**config.mk**
```make
export PLATFORM = sky130hd
export DESIGN_NAME = ata_pio
export DESIGN_NICKNAME = d
export VERILOG_FILES = /design/src/rtl/ata_pio.sv
export SDC_FILE = /design/constraint.sdc
export NUM_CORES = 1
export LEC_CHECK = 0
export CAP_MARGIN = 0
export CORE_MARGIN = 2
export CORE_UTILIZATION = 48
export DETAILED_ROUTE_END_ITERATION = 8
export MAX_ROUTING_LAYER = met4
export PLACE_DENSITY = 0.79
export SLEW_MARGIN = 0
export SYNTH_ARGS = -nofsm -noshare
export SYNTH_HDL_FRONTEND = slang
export SYNTH_SLANG_ARGS = --single-unit
```
**constraint.sdc**
```tcl
create_clock -name CLKCPU -period 3 [get_ports CLKCPU]
set_input_delay 0.6 -clock CLKCPU [delete_from_list [all_inputs] [get_ports CLKCPU]]
set_output_delay 0.6 -clock CLKCPU [all_outputs]
set_load 0.02 [all_outputs]
```
**src/rtl/ata_pio.sv**
```systemverilog
// rtl/ata_pio.sv - ATA/IDE PIO cycle engine: chip select, IOR/IOW timing, IORDY wait and DTACK.
module ata_pio #(
    parameter logic [7:0] BASE      = 8'hDA,
    parameter int         CS_BIT    = 12,
    parameter int         T_SETUP   = 2,
    parameter int         T_STROBE  = 6,
    parameter int         T_HOLD    = 1,
    parameter int         T_RECOVER = 4,
    parameter int         T_TIMEOUT = 255
) (
    input  logic        CLKCPU,
    input  logic        RESET,
    input  logic        AS,
    input  logic        RW,
    input  logic [23:0] A,
    input  logic        WAIT,
    output logic [1:0]  IDECS,
    output logic        IOR,
    output logic        IOW,
    output logic        DTACK,
    output logic        ACCESS,
    output logic        TIMEOUT
);
    localparam int CW = 10;
    localparam logic [CW-1:0] LD_SETUP   = CW'(T_SETUP - 1);
    localparam logic [CW-1:0] LD_STROBE  = CW'(T_STROBE - 1);
    localparam logic [CW-1:0] LD_HOLD    = CW'(T_HOLD - 1);
    localparam logic [CW-1:0] LD_TIMEOUT = CW'(T_TIMEOUT - 1);
    localparam logic [CW-1:0] LD_RECOVER = CW'(T_RECOVER);

    typedef enum logic [2:0] {
        S_IDLE, S_SETUP, S_STROBE, S_EXTEND, S_HOLD, S_ACK, S_RECOVER
    } state_t;

    state_t        state, state_n;
    logic [CW-1:0] cnt, cnt_n;
    logic          rw_q, rw_n, cs_q, cs_n;
    logic          wait_s1, wait_s2;
    logic          timeout_n, cnt_zero, strobing;
    logic [1:0]    idecs_n;
    logic          ior_n, iow_n, dtack_n;
    logic          addr_unused;

    assign ACCESS      = !(!AS && (A[23:16] == BASE));
    assign cnt_zero    = (cnt == '0);
    assign addr_unused = ^A;

    always_comb begin
        state_n   = state;
        cnt_n     = cnt;
        rw_n      = rw_q;
        cs_n      = cs_q;
        timeout_n = 1'b0;
        case (state)
            S_IDLE: begin
                if (!ACCESS) begin
                    rw_n    = RW;
                    cs_n    = A[CS_BIT];
                    cnt_n   = LD_SETUP;
                    state_n = S_SETUP;
                end
            end
            S_SETUP: begin
                // AS rising mid-cycle aborts into HOLD so chip select hold is still honoured
                if (AS) begin
                    state_n = S_HOLD;
                    cnt_n   = LD_HOLD;
                end else if (cnt_zero) begin
                    state_n = S_STROBE;
                    cnt_n   = LD_STROBE;
                end else begin
                    cnt_n = cnt - CW'(1);
                end
            end
            S_STROBE: begin
                if (AS || (cnt_zero && wait_s2)) begin
                    state_n = S_HOLD;
                    cnt_n   = LD_HOLD;
                end else if (cnt_zero) begin
                    state_n = S_EXTEND;
                    cnt_n   = LD_TIMEOUT;
                end else begin
                    cnt_n = cnt - CW'(1);
                end
            end
            S_EXTEND: begin
                if (AS || wait_s2 || cnt_zero) begin
                    state_n   = S_HOLD;
                    cnt_n     = LD_HOLD;
                    timeout_n = !AS && !wait_s2;
                end else begin
                    cnt_n = cnt - CW'(1);
                end
            end
            S_HOLD: begin
                if (!cnt_zero) begin
                    cnt_n = cnt - CW'(1);
                end else if (!AS) begin
                    state_n = S_ACK;
                end else begin
                    state_n = (T_RECOVER == 0) ? S_IDLE : S_RECOVER;
                    cnt_n   = LD_RECOVER;
                end
            end
            S_ACK: begin
                if (AS) begin
                    state_n = (T_RECOVER == 0) ? S_IDLE : S_RECOVER;
                    cnt_n   = LD_RECOVER;
                end
            end
            S_RECOVER: begin
                // leaving on the edge where the count reaches 0 gives exactly T_RECOVER idle clocks
                if (cnt <= CW'(1)) begin
                    state_n = S_IDLE;
                    cnt_n   = '0;
                end else begin
                    cnt_n = cnt - CW'(1);
                end
            end
            default: begin
                state_n = S_IDLE;
                cnt_n   = '0;
            end
        endcase

        strobing = (state_n == S_STROBE) || (state_n == S_EXTEND);
        idecs_n  = 2'b11;
        if ((state_n == S_SETUP) || strobing || (state_n == S_HOLD))
            idecs_n = cs_n ? 2'b10 : 2'b01;
        ior_n   = !(strobing && rw_n);
        iow_n   = !(strobing && !rw_n);
        dtack_n = (state_n != S_ACK);
    end

    always_ff @(posedge CLKCPU) begin
        if (RESET) begin
            state   <= S_IDLE;
            cnt     <= '0;
            rw_q    <= 1'b1;
            cs_q    <= 1'b0;
            wait_s1 <= 1'b1;
            wait_s2 <= 1'b1;
            IDECS   <= 2'b11;
            IOR     <= 1'b1;
            IOW     <= 1'b1;
            DTACK   <= 1'b1;
            TIMEOUT <= 1'b0;
        end else begin
            state   <= state_n;
            cnt     <= cnt_n;
            rw_q    <= rw_n;
            cs_q    <= cs_n;
            wait_s1 <= WAIT;
            wait_s2 <= wait_s1;
            IDECS   <= idecs_n;
            IOR     <= ior_n;
            IOW     <= iow_n;
            DTACK   <= dtack_n;
            TIMEOUT <= timeout_n;
        end
    end
endmodule

```
==> impl_metrics.csv, run 1 <==
group,metric,value,unit
layout,antennaDiodeCount,0,
floorplan,rows,19,
detailed_routing,routed_wl,3250,um
sta,fin_tns_setup,0,ns
placement,place.gp.congestion,0.872,
clock_network,clk_pin_slew,0.13,ns
worst_hold_path,holdPathStages,1,
detailed_routing,drc_errors,0,
synth,ys_seq_elements,23,
power_and_ir_drop,peakVddDrop,0.000257,V
global_routing,grt-ovfl-total,0,
worst_hold_path,min-delay-start,"wait_s1",
clock_network,cts_sinks,23,
synth,synth-simple-area-share,0.305,
clock_network,root_buffer,"clkbuf_4",
sta,period_share,0.901,
floorplan,dieArea,3270,um2
clock_network,post_cts_buffers,0,
synth,synth-edff-count,0,
global_routing,track_usage,0.220,
run_status,status,"complete, no violations",
worst_setup_path,cpMostUsedCell,"clkdlybuf4s50_1",
synth,synth.area.top_cells,"dfxtp_1 34%, nor2_1 5.3%, a21oi_1 5.2%, nand2_1 3.6%, nand2b_1 2.8%",
floorplan,dieWidth,57.2,um
global_routing,grt_pass1_vias,1189,
layout,fin_nets,220,
sta,hold_viol,0,
clock_network,clock_latency,0.31,ns
sta,relSlewSlack,0.538,
sta,tightest_slew,0.691,ns
synth,syn_area,1360,um2
global_routing,grt_max_degree,22,
placement,dp.cells,215,
floorplan,die_y,57.2,um
sta,rsz0062_at_grt,"false",
worst_setup_path,crit_slowest_cell,"clkdlybuf4s50_1",
detailed_routing,routedWlPerCell,14.8,um
power_and_ir_drop,clock_power_share,0.299,
sta,finClkSkew,0.00344,ns
power_and_ir_drop,intPower,0.378,mW
layout,syn_to_final_growth,18.1,%
synth,syn_area_per_cell,7.93,um2
synth,synthMuxAreaShare,0.0157,
clock_network,clockBufferDepth,2,
detailed_routing,firstDrtPassIters,4,
sta,worst_slack,0.296,ns
floorplan,coreArea,2710,um2
worst_setup_path,worstPathMaxFanout,2,
synth,yosys_warnings,0,
worst_setup_path,r2r_start,"cnt[0]",
worst_setup_path,worst_setup_path_end_kind,"primary output",
synth,synth_cells,171,
power_and_ir_drop,power_density,306,nW/um2
detailed_routing,dr_total_vias,1350,
synth,synth_top_family_by_area,"simple AND/OR/NAND/NOR gates",
clock_network,cts_tree,"built",
synth,synth_compound_area_frac,0.264,
layout,fillCellCount,257,
worst_setup_path,ff2ff_setup_slack,0.40,ns
power_and_ir_drop,pwr-share-seq,0.629,
power_and_ir_drop,comb_power_share,0.073,
detailed_routing,via_per_inst,6.16,
sta,fmax,370,MHz
worst_setup_path,cp-start-kind,"primary input",
synth,yosysSeqAreaShare,0.339,
detailed_routing,drtAntennaViolNets,0,
synth,async_flop_share,0,
power_and_ir_drop,sw_frac_of_total,0.228,
floorplan,num_io_pins,36,
clock_network,cts_max_level,1,
sta,finalSetupViolCount,0,
sta,min_period,2.70,ns
layout,ff_latch_area,460,um2
layout,layout-drive-gt1-share,0.0851,
synth,synth_cell_type_count,46,
placement,dp_hpwl,2400,um
worst_setup_path,critical_path_class,"primary input to primary output",
worst_setup_path,reg2reg_to,"IDECS[0]",
flow_run,cap_violations,0,
synth,yosysTopAreaCellShare,0.339,
synth,yosysTopAreaCell,"dfxtp_1",
synth,yosysMostFrequentCell,"dfxtp_1",
worst_hold_path,whs_endpoint,"wait_s2",
power_and_ir_drop,p_sw,0.112,mW
synth,synth_xor_area_frac,0.0194,
global_routing,grt_antenna_before_repair,0,
placement,io_buffer_count,20,
detailed_routing,drt_iter0_markers,41,
worst_setup_path,worstPathRequired,2.40,ns
worst_hold_path,hold_class,"flip-flop to flip-flop",
floorplan,start_util,0.500,
worst_setup_path,critPathArrivalTime,2.10,ns
sta,report.final.slew_viol_count,0,
layout,final_cells,219,
clock_network,numCtsBuffers,3,
worst_setup_path,slowest_delay,0.56,ns
power_and_ir_drop,p_leak,0.599,nW
clock_network,hold_buffers,0,
placement,dp_slack,0.293,ns
synth,syn_nets,202,
synth,synth_common_cells,"23 x dfxtp_1, 19 x nor2_1, 14 x a21oi_1",
global_routing,grt_pass1_wl,5500,um
layout,multiInputGateArea,845,um2
synth,yosys_most_used_dff,"dfxtp_1",
worst_setup_path,reg2regPathDepth,8,
clock_network,cts_resized,0,
worst_setup_path,path_cells,"clkdlybuf4s50_1 -> nor4bb_1 -> nand4_1 -> clkdlybuf4s50_1",
synth,synth-adder-area-share,0.0185,
==> placed cells by master, fill, tap and decap left out, drive strengths merged, types with 3 or more instances in the layout <==
master | netlist | routed
nor2 | 19 | 19
o31ai | 3 | 3
o21a | 3 | 3
a31oi | 3 | 3
a21o | 4 | 4
inv | 4 | 4
nor2b | 3 | 3
or2 | 3 | 3
clkbuf | 7 | 3
clkdlybuf4s50 | 0 | 20
a21oi | 14 | 14
nor3 | 4 | 4
nand2b | 6 | 6
nand3 | 5 | 5
dfxtp | 23 | 23
nor4 | 7 | 7
o21ai | 11 | 11
nand2 | 13 | 13
a211oi | 3 | 3
==> area by class of cell <==
| cell class | count | share of cell area |
|---|---|---|
| clock buffers | 3 | 0.0141 |
| well taps | 31 | 0.0242 |
| inverters | 4 | 0.00937 |
| clock inverters | 1 | 0.00312 |
| multi-input cells | 135 | 0.527 |
| repair buffers | 22 | 0.134 |
| flip-flops and latches | 23 | 0.287 |
==> registers in the layout, indices dropped and copies added, names as in the netlist <==
signal,cells
cnt,10
IOW,1
state,3
IOR,1
cs_q,1
TIMEOUT,1
IDECS,2
rw_q,1
DTACK,1
wait_s2,1
wait_s1,1
==> cells by family after synthesis <==
family          after synthesis
compound gates               54
simple gates                 74
flops                        23
mux                           2
buf+inv                      13
xor+xnor                      3
fa+ha+maj                     2
==> per-stage QoR <==
step	hold slack (ns)	instance area [um2]	power [mW]	utilization
after detailed placement	0.400	1570	0.351	0.581
after CTS	0.431	1600	0.499	0.591
final	0.428	1600	0.490	0.591
after global routing	0.436	1600	0.507	0.591
after global placement	0.397	1570	0.350	0.581
after floorplan	0.389	1360	0.329	-
==> routing by layer <==
metal | global-route usage | wire [um]
met3 | 0.0340 | 158
met4 | 0.0963 | 92
met2 | 0.345 | 1610
met1 | 0.280 | 1380
met5 | - | 0
==> critical path, delay by kind of cell <==
kind,cells,cell delay [ns]
and+or+nand+nor,2,0.50
buffers and inverters,2,1.00
==> power groups by stage <==
stage | clock network, mW | logic (mW) | registers (mW)
detailed placement | 0 | 0.0360 | 0.315
global placement | 0 | 0.0350 | 0.315
finish | 0.146 | 0.0357 | 0.308
CTS | 0.155 | 0.0360 | 0.308
global route | 0.160 | 0.0392 | 0.308
floorplan | 0 | 0.0145 | 0.314
==> how the worst max path moves through the flow <==
stage	startpoint	to	depth (start not counted)
3_3_place_gp	A[20]	ACCESS	4
2_1_floorplan	A[18]	cnt[3]	6
4_1_cts	A[20]	ACCESS	4
3_5_place_dp	A[20]	ACCESS	4
6_report	A[20]	ACCESS	4
5_1_grt	cnt[0]	cnt[3]	8
(Power assumes the default switching activity.)
==> run 2: changes to the inputs <==
--- a/config.mk
+++ b/config.mk
@@ -6,7 +6,7 @@
 export NUM_CORES = 1
 export LEC_CHECK = 0
 export CAP_MARGIN = 0
-export CORE_MARGIN = 2
+export CORE_MARGIN = 3
 export CORE_UTILIZATION = 48
 export DETAILED_ROUTE_END_ITERATION = 8
 export MAX_ROUTING_LAYER = met4
==> impl_metrics.csv, run 2 (synthesis gave the netlist of run 1 again) <==
group,metric,value,unit
run_status,status,"complete, no violations",
layout,antennaDiodeCount,0,
global_routing,grt_max_degree,22,
sta,min_period,2.74,ns
clock_network,post_cts_buffers,0,
worst_setup_path,cp.depth,4,
global_routing,grt_antenna_before_repair,0,
placement,dp_slack,0.256,ns
global_routing,grt-ovfl-total,0,
worst_setup_path,critPathArrivalTime,2.14,ns
global_routing,grt_pass1_wl,5440,um
placement,io_buffer_count,20,
sta,finClkSkew,0.00822,ns
worst_setup_path,cp-start-kind,"primary input",
placement,dp_hpwl,2520,um
worst_setup_path,worst_setup_path_end_kind,"primary output",
detailed_routing,via_per_inst,6.17,
layout,multiInputGateArea,845,um2
worst_setup_path,worstPathRequired,2.40,ns
worst_hold_path,min-delay-start,"wait_s1",
placement,place.gp.congestion,0.894,
floorplan,rows,18,
floorplan,num_io_pins,36,
sta,fmax,366,MHz
worst_hold_path,hold_class,"flip-flop to flip-flop",
worst_setup_path,crit_family,"buffers and inverters",
sta,relSlewSlack,0.517,
layout,stdcell_area,1600,um2
worst_setup_path,worstPathMaxFanout,2,
global_routing,track_usage,0.205,
clock_network,root_buffer,"clkbuf_4",
sta,hold_ws,0.425,ns
floorplan,die_y,59.2,um
layout,layout-drive-gt1-share,0.0851,
sta,report.final.slew_viol_count,0,
worst_setup_path,slowest_delay,0.56,ns
worst_setup_path,r2r_start,"cnt[0]",
sta,worst_slack,0.265,ns
detailed_routing,dr_total_vias,1346,
power_and_ir_drop,power_density,307,nW/um2
worst_setup_path,crit_end,"ACCESS",
sta,fin_tns_setup,0,ns
worst_setup_path,ff2ff_setup_slack,0.38,ns
worst_setup_path,crit_slowest_cell,"clkdlybuf4s50_1",
detailed_routing,firstDrtPassIters,4,
layout,layout_common_cells,"23 x dfxtp_1, 20 x clkdlybuf4s50_1, 19 x nor2_1, 14 x a21oi_1, 13 x nand2_1",
layout,fin_util,0.618,
worst_setup_path,reg2reg_to,"IDECS[0]",
worst_setup_path,reg2regPathDepth,8,
floorplan,dieWidth,59.2,um
clock_network,cts_sinks,23,
sta,tightest_slew,0.722,ns
worst_setup_path,worst-path-buf-inv,2,
flow_run,cap_violations,0,
power_and_ir_drop,p_leak,0.599,nW
floorplan,coreArea,2590,um2
detailed_routing,routed_wl,3410,um
sta,rsz0062_at_grt,"false",
clock_network,cts_max_level,1,
clock_network,hold_buffers,0,
layout,ff_latch_area,460,um2
layout,regMostFlops,"cnt",
worst_setup_path,critical_path_class,"primary input to primary output",
sta,period_share,0.912,
clock_network,numCtsBuffers,3,
clock_network,cts_resized,0,
detailed_routing,drc_errors,0,
layout,fillCellCount,247,
layout,final_common_cell,"dfxtp_1",
clock_network,clock_latency,0.31,ns
worst_setup_path,cpMostUsedCell,"clkdlybuf4s50_1",
placement,placed_area,1570,um2
sta,finalSetupViolCount,0,
detailed_routing,drt_iter0_markers,39,
global_routing,grt_pass1_vias,1240,
layout,largest_register_ffs,10,
floorplan,start_util,0.524,
power_and_ir_drop,peakVddDrop,0.000285,V
clock_network,clockBufferDepth,2,
layout,reg.largest.list,"cnt (10), state (3), IDECS (2)",
worst_setup_path,critPathLaunch,"A[20]",
detailed_routing,drtAntennaViolNets,0,
clock_network,cts_tree,"built",
floorplan,dieArea,3500,um2
layout,syn_to_final_growth,18.0,%
detailed_routing,routedWlPerCell,15.7,um
layout,fin_nets,220,
sta,hold_viol,0,
worst_setup_path,path_cells,"clkdlybuf4s50_1 -> nor4bb_1 -> nand4_1 -> clkdlybuf4s50_1",
clock_network,clk_pin_slew,0.14,ns
-- run 2: per-layer routing --
layer | global-route usage | wire (um) | up-vias
met5 | - | 0 | -
met4 | 0.0550 | 46 | 0
met3 | 0.0261 | 204 | 6
met2 | 0.377 | 1750 | 42
met1 | 0.232 | 1420 | 629
li1 | - | - | 669
-- run 2: worst min path at each step --
stage	cells after the start	end
finish	1	wait_s2
detailed placement	1	wait_s2
global placement	1	wait_s2
floorplan	1	wait_s2
global route	1	wait_s2
CTS	1	wait_s2
-- run 2: where the power goes --
group | internal [mW] | switching (mW) | total (mW)
Clock | 0.0498 | 0.0969 | 0.147
Combinational | 0.0217 | 0.0149 | 0.0366
Sequential | 0.307 | 0.00125 | 0.308
Total | 0.378 | 0.113 | 0.491
-- run 2: layout make-up --
class / instances / area share
Clock buffer: 3 / 0.0141
Tap cell: 30 / 0.0235
Multi-Input combinational cell: 135 / 0.528
Clock inverter: 1 / 0.00313
Inverter: 4 / 0.00938
Sequential cell: 23 / 0.288
Timing Repair Buffer: 22 / 0.134
-- run 2: stage by stage --
stage               instances  power, mW
floorplan                 171      0.329
global placement          214      0.350
detailed placement        214      0.351
CTS                       218      0.497
global route              218      0.509
finish                    218      0.491
